### config.mk
export PLATFORM = sky130hd
export DESIGN_NAME = soc_imem_fetch_flat
export DESIGN_NICKNAME = d
export VERILOG_FILES = /design/src/rtl/soc_imem_fetch_if.sv /design/src/rtl/soc_imem_fetch.sv /design/src/flat_wrapper.sv
export SDC_FILE = /design/constraint.sdc
export NUM_CORES = 1
export LEC_CHECK = 0
export CORE_MARGIN = 3
export CORE_UTILIZATION = 30
export CTS_CLUSTER_SIZE = 14
export DETAILED_ROUTE_END_ITERATION = 8
export PLACE_DENSITY = 0.66
export SYNTH_ARGS = -nofsm -noshare
export SYNTH_HDL_FRONTEND = slang
export SYNTH_SLANG_ARGS = --single-unit
### constraint.sdc
create_clock -name i_clk -period 4.9 [get_ports i_clk]
set_input_delay 1.225 -clock i_clk [delete_from_list [all_inputs] [get_ports i_clk]]
set_output_delay 1.225 -clock i_clk [all_outputs]
set_load 0.01 [all_outputs]
### src/rtl/soc_imem_fetch_if.sv
// Signal bundle for soc_imem_fetch: instruction-RAM request port plus the core-side
// redirect input and valid/ready instruction stream. master = fetch unit, slave = its environment.
interface soc_imem_fetch_if;
  logic [31:2] o_mem_addr;
  logic        o_mem_rd_en;
  logic [3:0]  o_mem_be;
  logic        o_mem_wr_en;
  logic [31:0] o_mem_wr_data;
  logic [31:0] i_mem_rd_data;
  logic        i_mem_busy;
  logic        i_mem_ack;
  logic        i_redirect;
  logic [31:0] i_redirect_pc;
  logic        o_instr_valid;
  logic [31:0] o_instr;
  logic [31:0] o_instr_pc;
  logic        i_instr_ready;

  modport master (
    output o_mem_addr, o_mem_rd_en, o_mem_be, o_mem_wr_en, o_mem_wr_data,
           o_instr_valid, o_instr, o_instr_pc,
    input  i_mem_rd_data, i_mem_busy, i_mem_ack, i_redirect, i_redirect_pc, i_instr_ready
  );

  modport slave (
    input  o_mem_addr, o_mem_rd_en, o_mem_be, o_mem_wr_en, o_mem_wr_data,
           o_instr_valid, o_instr, o_instr_pc,
    output i_mem_rd_data, i_mem_busy, i_mem_ack, i_redirect, i_redirect_pc, i_instr_ready
  );
endinterface

### src/rtl/soc_imem_fetch.sv
// Instruction prefetch: sequential word reads with one request in flight, a 2**p_fifo_pw2 word
// FIFO toward the core, and redirect flush. Macro IMEM_FETCH_BYPASS_EN forwards acks past an empty FIFO.
module soc_imem_fetch #(
  parameter logic [31:0] p_boot_addr = 32'hf0000000,
  parameter int unsigned p_fifo_pw2  = 1
) (
  input logic              i_clk,
  input logic              i_rst_n,
  soc_imem_fetch_if.master io_bus
);
  localparam int unsigned    lp_depth   = 1 << p_fifo_pw2;
  localparam int unsigned    lp_cw      = p_fifo_pw2 + 1;
  localparam logic [lp_cw:0] lp_depth_w = (lp_cw + 1)'(lp_depth);

  typedef enum logic {ST_FETCH = 1'b0, ST_DROP = 1'b1} state_t;

  state_t                r_state, w_state_next;
  logic [31:2]           r_pc;
  logic [31:2]           r_tag;
  logic                  r_out;
  logic [lp_cw-1:0]      r_count;
  logic [p_fifo_pw2-1:0] r_wr_ptr, r_rd_ptr;
  logic [31:0]           r_fifo_data [lp_depth];
  logic [31:2]           r_fifo_pc   [lp_depth];

  logic           w_issue, w_accept, w_ack_ok, w_empty;
  logic           w_push, w_pop, w_fifo_pop;
  logic [lp_cw:0] w_credit;
  logic           w_unused;

  assign w_empty    = (r_count == '0);
  assign w_credit   = {1'b0, r_count} + (lp_cw + 1)'(r_out) - (lp_cw + 1)'(w_pop);
  assign w_accept   = w_issue && !io_bus.i_mem_busy;
  assign w_pop      = io_bus.o_instr_valid && io_bus.i_instr_ready;
  assign w_fifo_pop = w_pop && !w_empty;
  assign w_unused   = ^io_bus.i_redirect_pc[1:0];

  always_ff @(posedge i_clk) begin
    if (!i_rst_n) r_state <= ST_FETCH;
    else          r_state <= w_state_next;
  end

  // A redirect with a read in flight and no ack this cycle must swallow that later ack.
  always_comb begin
    // NOTE: default first, so every path assigns w_state_next and no latch is inferred.
    w_state_next = ST_FETCH;
    if (r_out && !io_bus.i_mem_ack && (io_bus.i_redirect || r_state == ST_DROP))
      w_state_next = ST_DROP;
  end

  // Credit counts buffered words plus the one in flight, net of this cycle's pop.
  always_comb begin
    w_ack_ok = io_bus.i_mem_ack && r_out && (r_state == ST_FETCH) && !io_bus.i_redirect;
    w_issue  = i_rst_n && (r_state == ST_FETCH) && !io_bus.i_redirect &&
               (!r_out || io_bus.i_mem_ack) && (w_credit < lp_depth_w);
  end

  assign io_bus.o_mem_rd_en   = w_issue;
  assign io_bus.o_mem_addr    = r_pc;
  assign io_bus.o_mem_be      = 4'hf;
  assign io_bus.o_mem_wr_en   = 1'b0;
  assign io_bus.o_mem_wr_data = '0;

`ifdef IMEM_FETCH_BYPASS_EN
  logic w_bypass;
  assign w_bypass = w_empty && w_ack_ok;
  assign w_push   = w_ack_ok && !(w_bypass && io_bus.i_instr_ready);
  assign io_bus.o_instr_valid = i_rst_n && (!w_empty || w_bypass);
  assign io_bus.o_instr    = !i_rst_n ? '0 :
                             !w_empty ? r_fifo_data[r_rd_ptr] :
                             w_bypass ? io_bus.i_mem_rd_data : '0;
  assign io_bus.o_instr_pc = !i_rst_n ? '0 :
                             !w_empty ? {r_fifo_pc[r_rd_ptr], 2'b00} :
                             w_bypass ? {r_tag, 2'b00} : '0;
`else
  assign w_push = w_ack_ok;
  assign io_bus.o_instr_valid = !w_empty;
  assign io_bus.o_instr    = w_empty ? '0 : r_fifo_data[r_rd_ptr];
  assign io_bus.o_instr_pc = w_empty ? '0 : {r_fifo_pc[r_rd_ptr], 2'b00};
`endif

  always_ff @(posedge i_clk) begin
    // NOTE: <= throughout, so every register here samples pre-edge values regardless of order.
    if (!i_rst_n) begin
      r_pc     <= p_boot_addr[31:2];
      r_tag    <= '0;
      r_out    <= 1'b0;
      r_count  <= '0;
      r_wr_ptr <= '0;
      r_rd_ptr <= '0;
    end else begin
      if (io_bus.i_redirect) r_pc <= io_bus.i_redirect_pc[31:2];
      else if (w_accept)     r_pc <= r_pc + 30'd1;
      if (w_accept) r_tag <= r_pc;
      r_out <= w_accept || (r_out && !io_bus.i_mem_ack);
      if (io_bus.i_redirect) begin
        r_count  <= '0;
        r_wr_ptr <= '0;
        r_rd_ptr <= '0;
      end else begin
        if (w_push)     r_wr_ptr <= r_wr_ptr + p_fifo_pw2'(1);
        if (w_fifo_pop) r_rd_ptr <= r_rd_ptr + p_fifo_pw2'(1);
        r_count <= r_count + lp_cw'(w_push) - lp_cw'(w_fifo_pop);
      end
    end
  end

  // NOTE: FIFO storage is deliberately not reset; r_count alone says which entries are live.
  always_ff @(posedge i_clk) begin
    if (w_push) begin
      r_fifo_data[r_wr_ptr] <= io_bus.i_mem_rd_data;
      r_fifo_pc[r_wr_ptr]   <= r_tag;
    end
  end
endmodule

### src/flat_wrapper.sv
// flat-port wrapper written by rule: the top's interface ports become plain ports
module soc_imem_fetch_flat 
#(
  parameter logic [31:0] p_boot_addr = 32'hf0000000,
  parameter int unsigned p_fifo_pw2  = 1
)
  (i_clk, i_rst_n, io_bus_o_mem_addr, io_bus_o_mem_rd_en, io_bus_o_mem_be, io_bus_o_mem_wr_en, io_bus_o_mem_wr_data, io_bus_o_instr_valid, io_bus_o_instr, io_bus_o_instr_pc, io_bus_i_mem_rd_data, io_bus_i_mem_busy, io_bus_i_mem_ack, io_bus_i_redirect, io_bus_i_redirect_pc, io_bus_i_instr_ready);
  soc_imem_fetch_if io_bus_i ();
  input logic i_clk;
  input logic i_rst_n;
  output wire logic [$bits(io_bus_i.o_mem_addr)-1:0] io_bus_o_mem_addr;
  output wire logic [$bits(io_bus_i.o_mem_rd_en)-1:0] io_bus_o_mem_rd_en;
  output wire logic [$bits(io_bus_i.o_mem_be)-1:0] io_bus_o_mem_be;
  output wire logic [$bits(io_bus_i.o_mem_wr_en)-1:0] io_bus_o_mem_wr_en;
  output wire logic [$bits(io_bus_i.o_mem_wr_data)-1:0] io_bus_o_mem_wr_data;
  output wire logic [$bits(io_bus_i.o_instr_valid)-1:0] io_bus_o_instr_valid;
  output wire logic [$bits(io_bus_i.o_instr)-1:0] io_bus_o_instr;
  output wire logic [$bits(io_bus_i.o_instr_pc)-1:0] io_bus_o_instr_pc;
  input wire logic [$bits(io_bus_i.i_mem_rd_data)-1:0] io_bus_i_mem_rd_data;
  input wire logic [$bits(io_bus_i.i_mem_busy)-1:0] io_bus_i_mem_busy;
  input wire logic [$bits(io_bus_i.i_mem_ack)-1:0] io_bus_i_mem_ack;
  input wire logic [$bits(io_bus_i.i_redirect)-1:0] io_bus_i_redirect;
  input wire logic [$bits(io_bus_i.i_redirect_pc)-1:0] io_bus_i_redirect_pc;
  input wire logic [$bits(io_bus_i.i_instr_ready)-1:0] io_bus_i_instr_ready;
  assign io_bus_o_mem_addr = io_bus_i.o_mem_addr;
  assign io_bus_o_mem_rd_en = io_bus_i.o_mem_rd_en;
  assign io_bus_o_mem_be = io_bus_i.o_mem_be;
  assign io_bus_o_mem_wr_en = io_bus_i.o_mem_wr_en;
  assign io_bus_o_mem_wr_data = io_bus_i.o_mem_wr_data;
  assign io_bus_o_instr_valid = io_bus_i.o_instr_valid;
  assign io_bus_o_instr = io_bus_i.o_instr;
  assign io_bus_o_instr_pc = io_bus_i.o_instr_pc;
  assign io_bus_i.i_mem_rd_data = io_bus_i_mem_rd_data;
  assign io_bus_i.i_mem_busy = io_bus_i_mem_busy;
  assign io_bus_i.i_mem_ack = io_bus_i_mem_ack;
  assign io_bus_i.i_redirect = io_bus_i_redirect;
  assign io_bus_i.i_redirect_pc = io_bus_i_redirect_pc;
  assign io_bus_i.i_instr_ready = io_bus_i_instr_ready;
  soc_imem_fetch #(.p_boot_addr(p_boot_addr), .p_fifo_pw2(p_fifo_pw2)) u_core (.i_clk(i_clk), .i_rst_n(i_rst_n), .io_bus(io_bus_i));
endmodule
==> results of run 1 <==
[through the flow]
stage	setup slack [ns]	hold slack (ns)	std cells
finish	0.444	0.454	1200
global route	0.336	0.471	1200
floorplan	0.874	0.425	735
global placement	0.0324	0.431	1169
CTS	0.0303	0.457	1200
detailed placement	0.0497	0.441	1169
[state kept, by name, indices dropped and copies added, names as in the netlist, named ones only]
name and count:
u_core.io_bus.o_mem_addr 30, u_core.r_count 2, u_core.r_fifo_data 64, u_core.r_fifo_pc 60
u_core.r_out 1, u_core.r_rd_ptr 1, u_core.r_state 1, u_core.r_tag 30
u_core.r_wr_ptr 1
[power groups by stage]
| stage | Clock, mW | Combinational [mW] | Sequential (mW) |
|---|---|---|---|
| 2_1_floorplan | 0 | 0.126 | 1.81 |
| 3_3_place_gp | 0 | 0.240 | 1.81 |
| 3_5_place_dp | 0 | 0.243 | 1.81 |
| 4_1_cts | 1.44 | 0.244 | 1.77 |
| 5_1_grt | 1.51 | 0.266 | 1.78 |
| 6_report | 1.39 | 0.242 | 1.78 |
[worst max-delay path by stage]
stage	from	end	slack [ns]	cells after the start
after global routing	io_bus_i_instr_ready	io_bus_o_mem_rd_en	0.34	8
after detailed placement	io_bus_i_instr_ready	io_bus_o_mem_rd_en	0.05	8
final	io_bus_i_instr_ready	io_bus_o_mem_rd_en	0.44	8
after global placement	io_bus_i_instr_ready	io_bus_o_mem_rd_en	0.03	8
after floorplan	io_bus_i_instr_ready	io_bus_o_mem_rd_en	0.87	6
after CTS	io_bus_i_instr_ready	io_bus_o_mem_rd_en	0.03	8
[final cells by class]
type	count	area share, %
clock inverter	13	1.37
clock buffer	18	4.23
multi-input combinational	457	26.1
tap	335	3.94
sequential	191	47.6
timing repair buffer	177	16.5
inverter	9	0.317
[Yosys cell counts, types with 3 or more instances]
master / n
sky130_fd_sc_hd__o311ai_0: 4
sky130_fd_sc_hd__nand2b_1: 3
sky130_fd_sc_hd__nand2_1: 78
sky130_fd_sc_hd__and2_1: 5
sky130_fd_sc_hd__nand4_1: 16
sky130_fd_sc_hd__nor3_1: 9
sky130_fd_sc_hd__nor2b_1: 4
sky130_fd_sc_hd__buf_4: 39
sky130_fd_sc_hd__o211ai_1: 4
sky130_fd_sc_hd__buf_1: 3
sky130_fd_sc_hd__a21oi_1: 12
sky130_fd_sc_hd__and3_1: 3
sky130_fd_sc_hd__xnor2_1: 8
sky130_fd_sc_hd__o21ai_0: 17
sky130_fd_sc_hd__a21boi_0: 41
sky130_fd_sc_hd__buf_2: 6
sky130_fd_sc_hd__xor2_1: 7
sky130_fd_sc_hd__nand3_1: 22
sky130_fd_sc_hd__a32oi_1: 4
sky130_fd_sc_hd__mux2i_1: 62
sky130_fd_sc_hd__dfxtp_1: 67
sky130_fd_sc_hd__nor2_1: 85
sky130_fd_sc_hd__ha_1: 4
sky130_fd_sc_hd__inv_1: 9
sky130_fd_sc_hd__clkbuf_1: 29
sky130_fd_sc_hd__edfxtp_1: 124
[cell families (layout without fill, tap and decap cells)]
group / count (synthesis) / after routing / synth area share [%]
buf+inv: 87 / 217 / 5.97
other cells: 2 / 39 / 0.0919
flops: 191 / 191 / 62.0
mux: 64 / 64 / 7.87
compound gates: 97 / 97 / 8.31
xor+xnor: 15 / 15 / 1.61
fa+ha+maj: 5 / 5 / 0.857
simple gates: 237 / 237 / 13.3
[metal layers]
metal / GRT usage (%) / share of wire, %
met5: 0 / 0
met4: 4.13 / 1.9
met3: 4.37 / 6.2
met2: 21.7 / 46
met1: 18.3 / 46
[timing repair]
item / in CTS / in global routing
setup endpoints to repair: 0 / 1
resized for setup: 0 / 1
endpoints found under the hold margin: 0 / 0
==> impl_summary.txt, run 1 <==
----------------------------------------------------
[Global route]
  Largest net degree at the start of global routing ... 65
  Via count of the first global-routing pass ... 5516
  Total global routing track utilization ... 13.8%
  Antenna violations before repair ... 0
  Global-route wire length before repair ... 30900 um
  GRT Residual Overflow ... 0

[Routing]
  Total wire length after detailed routing ... 20400 um
  Number of detailed-routing iterations run before antenna repair ... 5
  Vias ... 5602
  Via density per instance ... 4.67
  Routed length per placed instance ... 17.0 um
  Number of DRC markers in iteration 0 ... 456
  Remaining routing DRC violations ... 0
  Count of antenna-violating nets left after detailed routing ... 0

[STA]
  Worst-case headroom to the max-slew limit ... 36.2%
  Count of final hold-check violations ... 0
  Tcrit/Tclk final ... 90.9%
  Timing-limited maximum frequency ... 224 MHz
  Clk_skew ... 0.0126 ns
  RSZ-0062 raised after global routing ... no
  Final-report setup violation count ... 0
  Pins over their slew limit ... 0
  Post-Route Setup TNS ... 0 ns
  Final critical-path required period ... 4.46 ns
  Worst Max-Slew Pin Slew ... 0.957 ns

[Critical path]
  Arrival time of data at the critical path endpoint ... 3.23 ns
  Top delay family on crit path ... adder cells
  Kind of start point of the critical path ... input port
  Launching point of the worst reg2reg path ... u_core.r_count[1]$_SDFF_PP0_
  Library cell contributing the largest single delay on the critical path ... sky130_fd_sc_hd__fa_1
  Kind of end point of the critical path ... primary output
  Worst Path Max Fanout ... 2
  Path depth of the worst reg2reg path ... 13
  Critical R2R Capture ... u_core.io_bus.o_mem_addr[20]$_SDFFE_PN0P_
  Worst setup slack for register-to-register paths ... 1.31 ns
  Sequence of cells on the critical path ... clkdlybuf4s50_1 > and2_1 > ha_1 > nand2b_1 > fa_1 > nand4bb_4 > nor3b_1 > dlymetal6s2s_1
  Classification of the worst setup path ... in2out
  Critical path data required time ... 3.67 ns
  Slowest cell delay on critical path ... 0.55 ns
  Critical path buffers and inverters ... 2

[Synthesis]
  Number of distinct standard cells referenced by the synthesized netlist ... 51
  Register area share after synthesis ... 62.0%
  Cell types with the largest area share after synthesis ... sky130_fd_sc_hd__edfxtp_1, sky130_fd_sc_hd__dfxtp_1, sky130_fd_sc_hd__mux2i_1
  Flip-flop cell with the highest count after synthesis ... sky130_fd_sc_hd__edfxtp_1
  Cell taking the most area after synthesis ... sky130_fd_sc_hd__edfxtp_1
  Avg Synthesized Cell Area ... 11.7 um2
  Share of synthesized flip-flops with an asynchronous set or reset ... 0%
  Count of flip-flops with a built-in enable after synthesis ... 124
  Yosys warning total ... 0
  Top-area cell type share of the netlist area ... 45.5%
  Mapped Cells ... 698
  Summed instance area of the synthesized netlist ... 0.00818 mm2
  Total of flip-flops plus latches after synthesis ... 191

[Power]
  Seq pwr share ... 52.0%
  Net switching power of the design ... 0.798 mW
  Worst-case vdd ir drop ... 0.158 mV
  Power share of the combinational group ... 7.1%
  Final Total Pwr ... 3.41 mW
  Internal power consumption ... 2.61 mW
  Pwr dens ... 320 mW/mm2
  Clock share of power ... 40.9%
  Switching part of the total ... 23.4%
  Leakage component of the power ... 3.52 nW

[CTS]
  TritonCTS clock tree ... yes
  Worst-path clk slew ... 0.07 ns
  Worst-Skew Late Latency ... 0.43 ns
  Number of clock sinks ... 191
  Total of hold buffers inserted after clock tree synthesis ... 0
  H-tree depth reported by CTS ... 4
  Longest Clk Path Bufs ... 2
  Count of buffers added by post-CTS timing repair for setup ... 0
  Inserted Clock Buffers ... 17
  Clk Tree Root Cell ... sky130_fd_sc_hd__clkbuf_16

[Place]
  Cell area reported after detailed placement ... 0.0101 mm2
  # port buffers ... 161
  Weighted congestion reported at the end of routability-driven placement ... 0.814
  Detailed-placement wirelength estimate ... 13600 um

[Floorplanning]
  Number of primary I/O pins ... 203
  Chip height ... 171 um
  Starting density of the core ... 30.9%
  Rows ... 59
  Full die area ... 0.0293 mm2
  Area of the core region ... 0.0264 mm2
  X dimension of the die ... 171 um

[Layout]
  Commonest non-fill, non-tap cell in the layout ... sky130_fd_sc_hd__clkdlybuf4s50_1
  Area of the multi-input gates ... 0.00278 mm2
  Fraction of layout cells with a size suffix above 1 ... 7.05%
  Commonest cells after routing, fill and taps aside ... sky130_fd_sc_hd__clkdlybuf4s50_1, sky130_fd_sc_hd__edfxtp_1, sky130_fd_sc_hd__nor2_1, sky130_fd_sc_hd__nand2_1, sky130_fd_sc_hd__dfxtp_1
  Count of inserted antenna diode cells ... 0
  Net count reported at finish ... 928
  Area growth from synthesis to layout ... 30.3%
  Final instance area ... 0.0107 mm2
  Number of fill cells in the layout ... 2557
  Sequential cell area ... 0.00507 mm2
  Final core utilization ... 40.3%

[Hold path]
  Hold Path Stages ... 0
  Worst min-delay path startpoint ... u_core.r_tag[19]$_SDFFE_PN0P_
  Hold Crit Endpoint ... u_core.r_fifo_pc[0][17]$_DFFE_PP_
  HP Class ... reg2reg

[Flow run]
  Max capacitance violation total ... 0

[Status]
  Result of the run ... finished, final reports clean

----------------------------------------------------
(Power assumes the default switching activity.)
==> run 2: changes to the inputs <==
--- a/config.mk
+++ b/config.mk
@@ -9,7 +9,7 @@
 export CORE_UTILIZATION = 30
 export CTS_CLUSTER_SIZE = 14
 export DETAILED_ROUTE_END_ITERATION = 8
-export PLACE_DENSITY = 0.66
+export PLACE_DENSITY = 0.64
 export SYNTH_ARGS = -nofsm -noshare
 export SYNTH_HDL_FRONTEND = slang
 export SYNTH_SLANG_ARGS = --single-unit
==> constraint.sdc (replaced) <==
create_clock -name i_clk -period 4.1 [get_ports i_clk]
set_input_delay 1.025 -clock i_clk [delete_from_list [all_inputs] [get_ports i_clk]]
set_output_delay 1.025 -clock i_clk [all_outputs]
set_load 0.01 [all_outputs]
==> run 2 against run 1 <==
Compared with the run above:
- worst hold slack better by 0.0030 ns
- cell count is 0.42% higher
- non-clock buffer count is 4 higher
- clock power up 22%
- critical path type unchanged
- largest power group unchanged
- highest routed layer unchanged
==> impl_summary.txt, run 2 (same netlist as run 1, synthesis figures left out) <==
----------------------------------------------------
[Global route]
  Largest net degree at the start of global routing ... 65
  GRT Residual Overflow ... 0
  Via count of the first global-routing pass ... 5360
  Global-route wire length before repair ... 30700 um
  Total global routing track utilization ... 13.6%
  Antenna violations before repair ... 0

[STA]
  Timing-limited maximum frequency ... 250 MHz
  Count of final hold-check violations ... 0
  RSZ-0062 raised after global routing ... no
  Worst Max-Slew Pin Slew ... 0.759 ns
  Tcrit/Tclk final ... 97.4%
  Worst-case headroom to the max-slew limit ... 49.4%
  Pins over their slew limit ... 0
  Clk_skew ... 0.0149 ns
  Final-report setup violation count ... 0
  Final critical-path required period ... 4.00 ns

[Critical path]
  Worst Path Max Fanout ... 2
  Sequence of cells on the critical path ... clkdlybuf4s50_1 > and2_4 > ha_1 > nand2b_4 > fa_1 > nand4bb_4 > nor3b_2 > buf_2
  Kind of end point of the critical path ... primary output
  Kind of start point of the critical path ... input port
  Classification of the worst setup path ... in2out
  Crit path depth ... 8
  Library cell contributing the largest single delay on the critical path ... sky130_fd_sc_hd__fa_1
  Top delay family on crit path ... adder cells
  Critical path buffers and inverters ... 2
  Arrival time of data at the critical path endpoint ... 2.97 ns
  Slowest cell delay on critical path ... 0.53 ns
  Path depth of the worst reg2reg path ... 13
  Critical path data required time ... 3.07 ns

[Routing]
  Vias ... 5544
  Via density per instance ... 4.60
  Remaining routing DRC violations ... 0
  Total wire length after detailed routing ... 20000 um
  Count of antenna-violating nets left after detailed routing ... 0
  Number of DRC markers in iteration 0 ... 433
  Routed length per placed instance ... 16.6 um
  Number of detailed-routing iterations run before antenna repair ... 4

[CTS]
  H-tree depth reported by CTS ... 4
  TritonCTS clock tree ... yes
  Inserted Clock Buffers ... 17
  Count of buffers added by post-CTS timing repair for setup ... 0
  Worst-path clk slew ... 0.08 ns
  Longest Clk Path Bufs ... 2
  Worst-Skew Late Latency ... 0.43 ns
  Clk Tree Root Cell ... sky130_fd_sc_hd__clkbuf_16
  Number of clock sinks ... 191

[Hold path]
  Hold Path Stages ... 0
  HP Class ... reg2reg

[Floorplanning]
  Chip height ... 171 um
  Rows ... 59
  Area of the core region ... 0.0264 mm2
  Starting density of the core ... 30.9%
  Number of primary I/O pins ... 203
  X dimension of the die ... 171 um
  Full die area ... 0.0293 mm2

[Place]
  # port buffers ... 161
  Weighted congestion reported at the end of routability-driven placement ... 0.810
  Number of placed cells counting well taps ... 1173
  Detailed-placement wirelength estimate ... 13300 um

[Layout]
  Leading registers by flop count ... u_core.r_fifo_data x64, u_core.r_fifo_pc x60
  Net count reported at finish ... 932
  Commonest cells after routing, fill and taps aside ... sky130_fd_sc_hd__clkdlybuf4s50_1, sky130_fd_sc_hd__edfxtp_1, sky130_fd_sc_hd__nor2_1, sky130_fd_sc_hd__nand2_1, sky130_fd_sc_hd__dfxtp_1
  Area growth from synthesis to layout ... 31.1%
  Count of inserted antenna diode cells ... 0
  Register with the most flip-flops ... u_core.r_fifo_data
  Final core utilization ... 40.6%
  Flip-flop count of the largest register after layout ... 64
  Number of fill cells in the layout ... 2522
  Fraction of layout cells with a size suffix above 1 ... 8.05%
  Commonest non-fill, non-tap cell in the layout ... sky130_fd_sc_hd__clkdlybuf4s50_1
  Final std cells w/o fill ... 1205

[Power]
  Leakage component of the power ... 3.55 nW
  Worst-case vdd ir drop ... 0.259 mV
  Pwr dens ... 384 mW/mm2

[Flow run]
  Max capacitance violation total ... 0

[Status]
  Result of the run ... finished, final reports clean

----------------------------------------------------
[run 2: worst reg2reg max path: stages (launching register included)]
cell                        delay [ns]
sky130_fd_sc_hd__dfxtp_1          0.40
sky130_fd_sc_hd__nor2_4           0.12
sky130_fd_sc_hd__inv_1            0.05
sky130_fd_sc_hd__and2_4           0.16
sky130_fd_sc_hd__ha_1             0.28
sky130_fd_sc_hd__nand2b_4         0.14
sky130_fd_sc_hd__fa_1             0.53
sky130_fd_sc_hd__nand4bb_4        0.12
sky130_fd_sc_hd__buf_4            0.16
sky130_fd_sc_hd__or4b_2           0.69
sky130_fd_sc_hd__buf_4            0.23
sky130_fd_sc_hd__nor3_2           0.20
sky130_fd_sc_hd__xnor2_1          0.13
sky130_fd_sc_hd__a21oi_1          0.08
[run 2: worst paths after layout]
path,from,to,slack [ns]
worst min register to register,u_core.r_tag[5]$_SDFFE_PN0P_,u_core.r_fifo_pc[0][3]$_DFFE_PP_,0.46
worst min-delay path,u_core.r_tag[5]$_SDFFE_PN0P_,u_core.r_fifo_pc[0][3]$_DFFE_PP_,0.46
worst max register to register,u_core.r_count[1]$_SDFF_PP0_,u_core.io_bus.o_mem_addr[13]$_SDFFE_PN0P_,0.65
worst max-delay path,io_bus_i_instr_ready,io_bus_o_mem_rd_en,0.10
[run 2: area by class of cell]
cell class	instances	area [um2]	area share, %
clock inverters	15	190	1.77
well taps	335	419	3.91
inverters	9	33.8	0.315
flip-flops and latches	191	5070	47.3
clock buffers	17	425	3.97
multi-input cells	457	2790	26.1
repair buffers	181	1790	16.7
[run 2: layer usage]
layer / part of all wire [%] / track usage [%] / wire length [um] / up-vias
met5: 0 / 0 / 0 / -
met1: 46 / 18.1 / 9190 / 2645
met2: 47 / 22.0 / 9450 / 159
met4: 0.54 / 2.90 / 108 / 0
li1: - / - / - / 2733
met3: 6.4 / 4.14 / 1290 / 7
[run 2: metrics by stage]
step	setup WS (ns)	hold WS [ns]	cell area, um2	TNS (ns)	total power, mW
final	0.105	0.457	10700	0	4.12
after global routing	0.00154	0.471	10700	0	4.30
after CTS	0.0496	0.458	10700	0	4.18
after detailed placement	-0.349	0.439	10100	-2.82	2.46
after global placement	-0.371	0.432	10100	-2.32	2.45
after floorplan	0.467	0.425	8320	0	2.31
[run 2: power by group]
part / leakage [nW] / internal (mW) / switching, mW
Clock: 0.299 / 0.886 / 0.817
Combinational: 1.54 / 0.152 / 0.138
Sequential: 1.72 / 2.08 / 0.0473
Total: 3.55 / 3.11 / 1.00
[run 2: what timing repair did]
action / in CTS / in global routing
hold buffers: 0 / 0
gates resized for setup: 5 / 2
endpoints found under the setup margin: 1 / 1
pin swaps: 1 / 3
==> run 3: changes to the inputs <==
--- a/config.mk
+++ b/config.mk
@@ -9,7 +9,7 @@
 export CORE_UTILIZATION = 30
 export CTS_CLUSTER_SIZE = 14
 export DETAILED_ROUTE_END_ITERATION = 8
-export PLACE_DENSITY = 0.64
+export PLACE_DENSITY = 0.66
 export SYNTH_ARGS = -nofsm -noshare
 export SYNTH_HDL_FRONTEND = slang
 export SYNTH_SLANG_ARGS = --single-unit
==> constraint.sdc (replaced) <==
create_clock -name i_clk -period 3.5 [get_ports i_clk]
set_input_delay 0.875 -clock i_clk [delete_from_list [all_inputs] [get_ports i_clk]]
set_output_delay 0.875 -clock i_clk [all_outputs]
set_load 0.01 [all_outputs]
==> run 3 against run 2 <==
Compared with the run above:
- routed wire length increased by 2.3%
- final area increased by 0.74%
- clock power increased by 9%
- die area unchanged
- register-to-register slack got worse by 0.50 ns
- critical path type is now in2reg
- sequential power increased by 17%
- core utilization increased by 0.30 points
- setup slack got worse by 0.025 ns
- clock skew decreased by 0.0052 ns
- global-route usage increased by 0.063 points
- total power increased by 14%
- critical path depth increased by 5
==> impl_summary.txt, run 3 (same netlist as run 1, synthesis figures left out) <==
----------------------------------------------------
[Hold path]
  Hold Crit Endpoint ... u_core.r_fifo_pc[0][29]$_DFFE_PP_
  Worst min-delay path startpoint ... u_core.r_tag[31]$_SDFFE_PN0P_
  HP Class ... reg2reg
  Hold Path Stages ... 0

[Critical path]
  Critical R2R Capture ... u_core.io_bus.o_mem_addr[12]$_SDFFE_PN0P_
  Launching point of the worst reg2reg path ... u_core.r_count[0]$_SDFF_PP0_
  Arrival time of data at the critical path endpoint ... 3.76 ns
  Critical path data required time ... 3.84 ns
  Path depth of the worst reg2reg path ... 14
  Worst Path Max Fanout ... 7
  Worst setup slack for register-to-register paths ... 0.15 ns
  Kind of start point of the critical path ... input port
  Kind of end point of the critical path ... flop
  Classification of the worst setup path ... in2reg

[Routing]
  Via density per instance ... 4.63
  Routed length per placed instance ... 16.8 um
  Vias ... 5646
  Total wire length after detailed routing ... 20500 um
  Number of detailed-routing iterations run before antenna repair ... 4
  Remaining routing DRC violations ... 0
  Number of DRC markers in iteration 0 ... 336
  Count of antenna-violating nets left after detailed routing ... 0

[Layout]
  Area growth from synthesis to layout ... 32.1%
  Final std cells w/o fill ... 1220
  Count of inserted antenna diode cells ... 0
  Fraction of layout cells with a size suffix above 1 ... 9.60%
  Flip-flop count of the largest register after layout ... 64
  Leading registers by flop count ... u_core.r_fifo_data x64, u_core.r_fifo_pc x60
  Commonest non-fill, non-tap cell in the layout ... sky130_fd_sc_hd__clkdlybuf4s50_1
  Net count reported at finish ... 947
  Commonest cells after routing, fill and taps aside ... sky130_fd_sc_hd__clkdlybuf4s50_1, sky130_fd_sc_hd__edfxtp_1, sky130_fd_sc_hd__nor2_1, sky130_fd_sc_hd__nand2_1, sky130_fd_sc_hd__dfxtp_1
  Register with the most flip-flops ... u_core.r_fifo_data
  Number of fill cells in the layout ... 2518

[Place]
  # port buffers ... 161
  Weighted congestion reported at the end of routability-driven placement ... 0.795
  Number of placed cells counting well taps ... 1188
  Detailed-placement wirelength estimate ... 13900 um

[STA]
  Timing-limited maximum frequency ... 292 MHz
  Clk_skew ... 0.00968 ns
  Final-report setup violation count ... 0
  Worst Max-Slew Pin Slew ... 0.754 ns
  Post-Route Setup TNS ... 0 ns
  Count of final hold-check violations ... 0
  Tcrit/Tclk final ... 97.7%
  Final critical-path required period ... 3.42 ns
  RSZ-0062 raised after global routing ... no
  Worst-case headroom to the max-slew limit ... 49.7%
  Pins over their slew limit ... 0

[Flow run]
  Max capacitance violation total ... 0

[CTS]
  Inserted Clock Buffers ... 17
  Longest Clk Path Bufs ... 2
  Worst-path clk slew ... 0.07 ns
  TritonCTS clock tree ... yes
  Worst-Skew Late Latency ... 0.42 ns
  Number of clock sinks ... 191
  Clk Tree Root Cell ... sky130_fd_sc_hd__clkbuf_16
  H-tree depth reported by CTS ... 4
  Count of buffers added by post-CTS timing repair for setup ... 0

[Power]
  Pwr dens ... 435 mW/mm2
  Worst-case vdd ir drop ... 0.225 mV
  Leakage component of the power ... 3.61 nW

[Global route]
  Antenna violations before repair ... 0
  Global-route wire length before repair ... 30700 um
  Total global routing track utilization ... 13.7%
  Via count of the first global-routing pass ... 5483
  Largest net degree at the start of global routing ... 65
  GRT Residual Overflow ... 0

[Floorplanning]
  Full die area ... 0.0293 mm2
  Chip height ... 171 um
  Starting density of the core ... 30.9%
  Area of the core region ... 0.0264 mm2
  X dimension of the die ... 171 um
  Rows ... 59
  Number of primary I/O pins ... 203

[Status]
  Result of the run ... finished, final reports clean

----------------------------------------------------
-- run 3: changes by cell type in the layout (fill, tap and decap cells not counted), moves of 2 or more --
cell / before / now
sky130_fd_sc_hd__buf_4: 17 / 32
sky130_fd_sc_hd__clkinv_4: 0 / 3
sky130_fd_sc_hd__clkinv_8: 4 / 1
sky130_fd_sc_hd__inv_6: 3 / 6
sky130_fd_sc_hd__inv_8: 5 / 2
sky130_fd_sc_hd__clkinv_1: 0 / 2
-- run 3: worst max-delay path by stage --
| stage | start | endpoint | slack [ns] | depth (start not counted) |
|---|---|---|---|---|
| floorplan | io_bus_i_redirect | u_core.r_fifo_data[0][0]$_DFFE_PP_ | 0.02 | 4 |
| global placement | io_bus_i_instr_ready | io_bus_o_mem_rd_en | -0.67 | 8 |
| detailed placement | io_bus_i_instr_ready | u_core.io_bus.o_mem_addr[21]$_SDFFE_PN0P_ | -0.69 | 12 |
| CTS | io_bus_i_instr_ready | io_bus_o_mem_rd_en | 0.003 | 8 |
| global route | io_bus_i_instr_ready | io_bus_o_mem_rd_en | 0.005 | 8 |
| finish | io_bus_i_instr_ready | u_core.io_bus.o_mem_addr[12]$_SDFFE_PN0P_ | 0.08 | 13 |
-- run 3: timing repair --
action / CTS / global route
hold buffers: 0 / 0
pin swaps: 4 / 3
resized for setup: 10 / 1
endpoints found under the setup margin: 32 / 11
-- run 3: routing by layer --
layer | up-vias | share of wire [%] | GRT usage, %
met5 | - | 0 | 0
met4 | 0 | 1.4 | 3.15
met3 | 17 | 7.7 | 4.69
met2 | 182 | 48 | 22.6
met1 | 2679 | 43 | 17.3
li1 | 2768 | - | -
-- run 3: power by group --
part           leakage, nW  switching (mW)  internal [mW]
Combinational         1.61           0.167          0.184
Clock                0.278           0.898          0.958
Sequential            1.72          0.0545           2.43
Total                 3.61            1.12           3.57
-- run 3: per-stage QoR --
stage / total power, mW / setup slack [ns] / hold WS, ns / cell area, um2 / utilization, %
after floorplan: 2.70 / 0.0170 / 0.425 / 8320 / -
after global placement: 2.88 / -0.672 / 0.430 / 10200 / 38.6
after detailed placement: 2.89 / -0.688 / 0.442 / 10200 / 38.6
after CTS: 4.75 / 0.00322 / 0.458 / 10800 / 40.9
after global routing: 4.88 / 0.00488 / 0.468 / 10800 / 40.9
final: 4.69 / 0.0792 / 0.454 / 10800 / 40.9
-- run 3: cell type report --
class                      instances  area (um2)  share of cell area (%)
inverter                           9        33.8                   0.313
clock inverter                    14         125                    1.16
multi-input combinational        457        2810                    26.0
tap                              335         419                    3.88
timing repair buffer             196        1900                    17.6
clock buffer                      18         439                    4.07
sequential                       191        5070                    46.9
-- run 3: worst max-delay path, stage by stage --
cell,delay [ns]
sky130_fd_sc_hd__clkdlybuf4s15_1,0.16
sky130_fd_sc_hd__and2_4,0.14
sky130_fd_sc_hd__ha_4,0.20
sky130_fd_sc_hd__nand2b_4,0.13
sky130_fd_sc_hd__fa_1,0.55
sky130_fd_sc_hd__nand4bb_4,0.13
sky130_fd_sc_hd__buf_4,0.16
sky130_fd_sc_hd__or4b_2,0.65
sky130_fd_sc_hd__buf_4,0.20
sky130_fd_sc_hd__buf_4,0.16
sky130_fd_sc_hd__a31oi_1,0.13
sky130_fd_sc_hd__o21ai_0,0.08
sky130_fd_sc_hd__a21boi_0,0.19
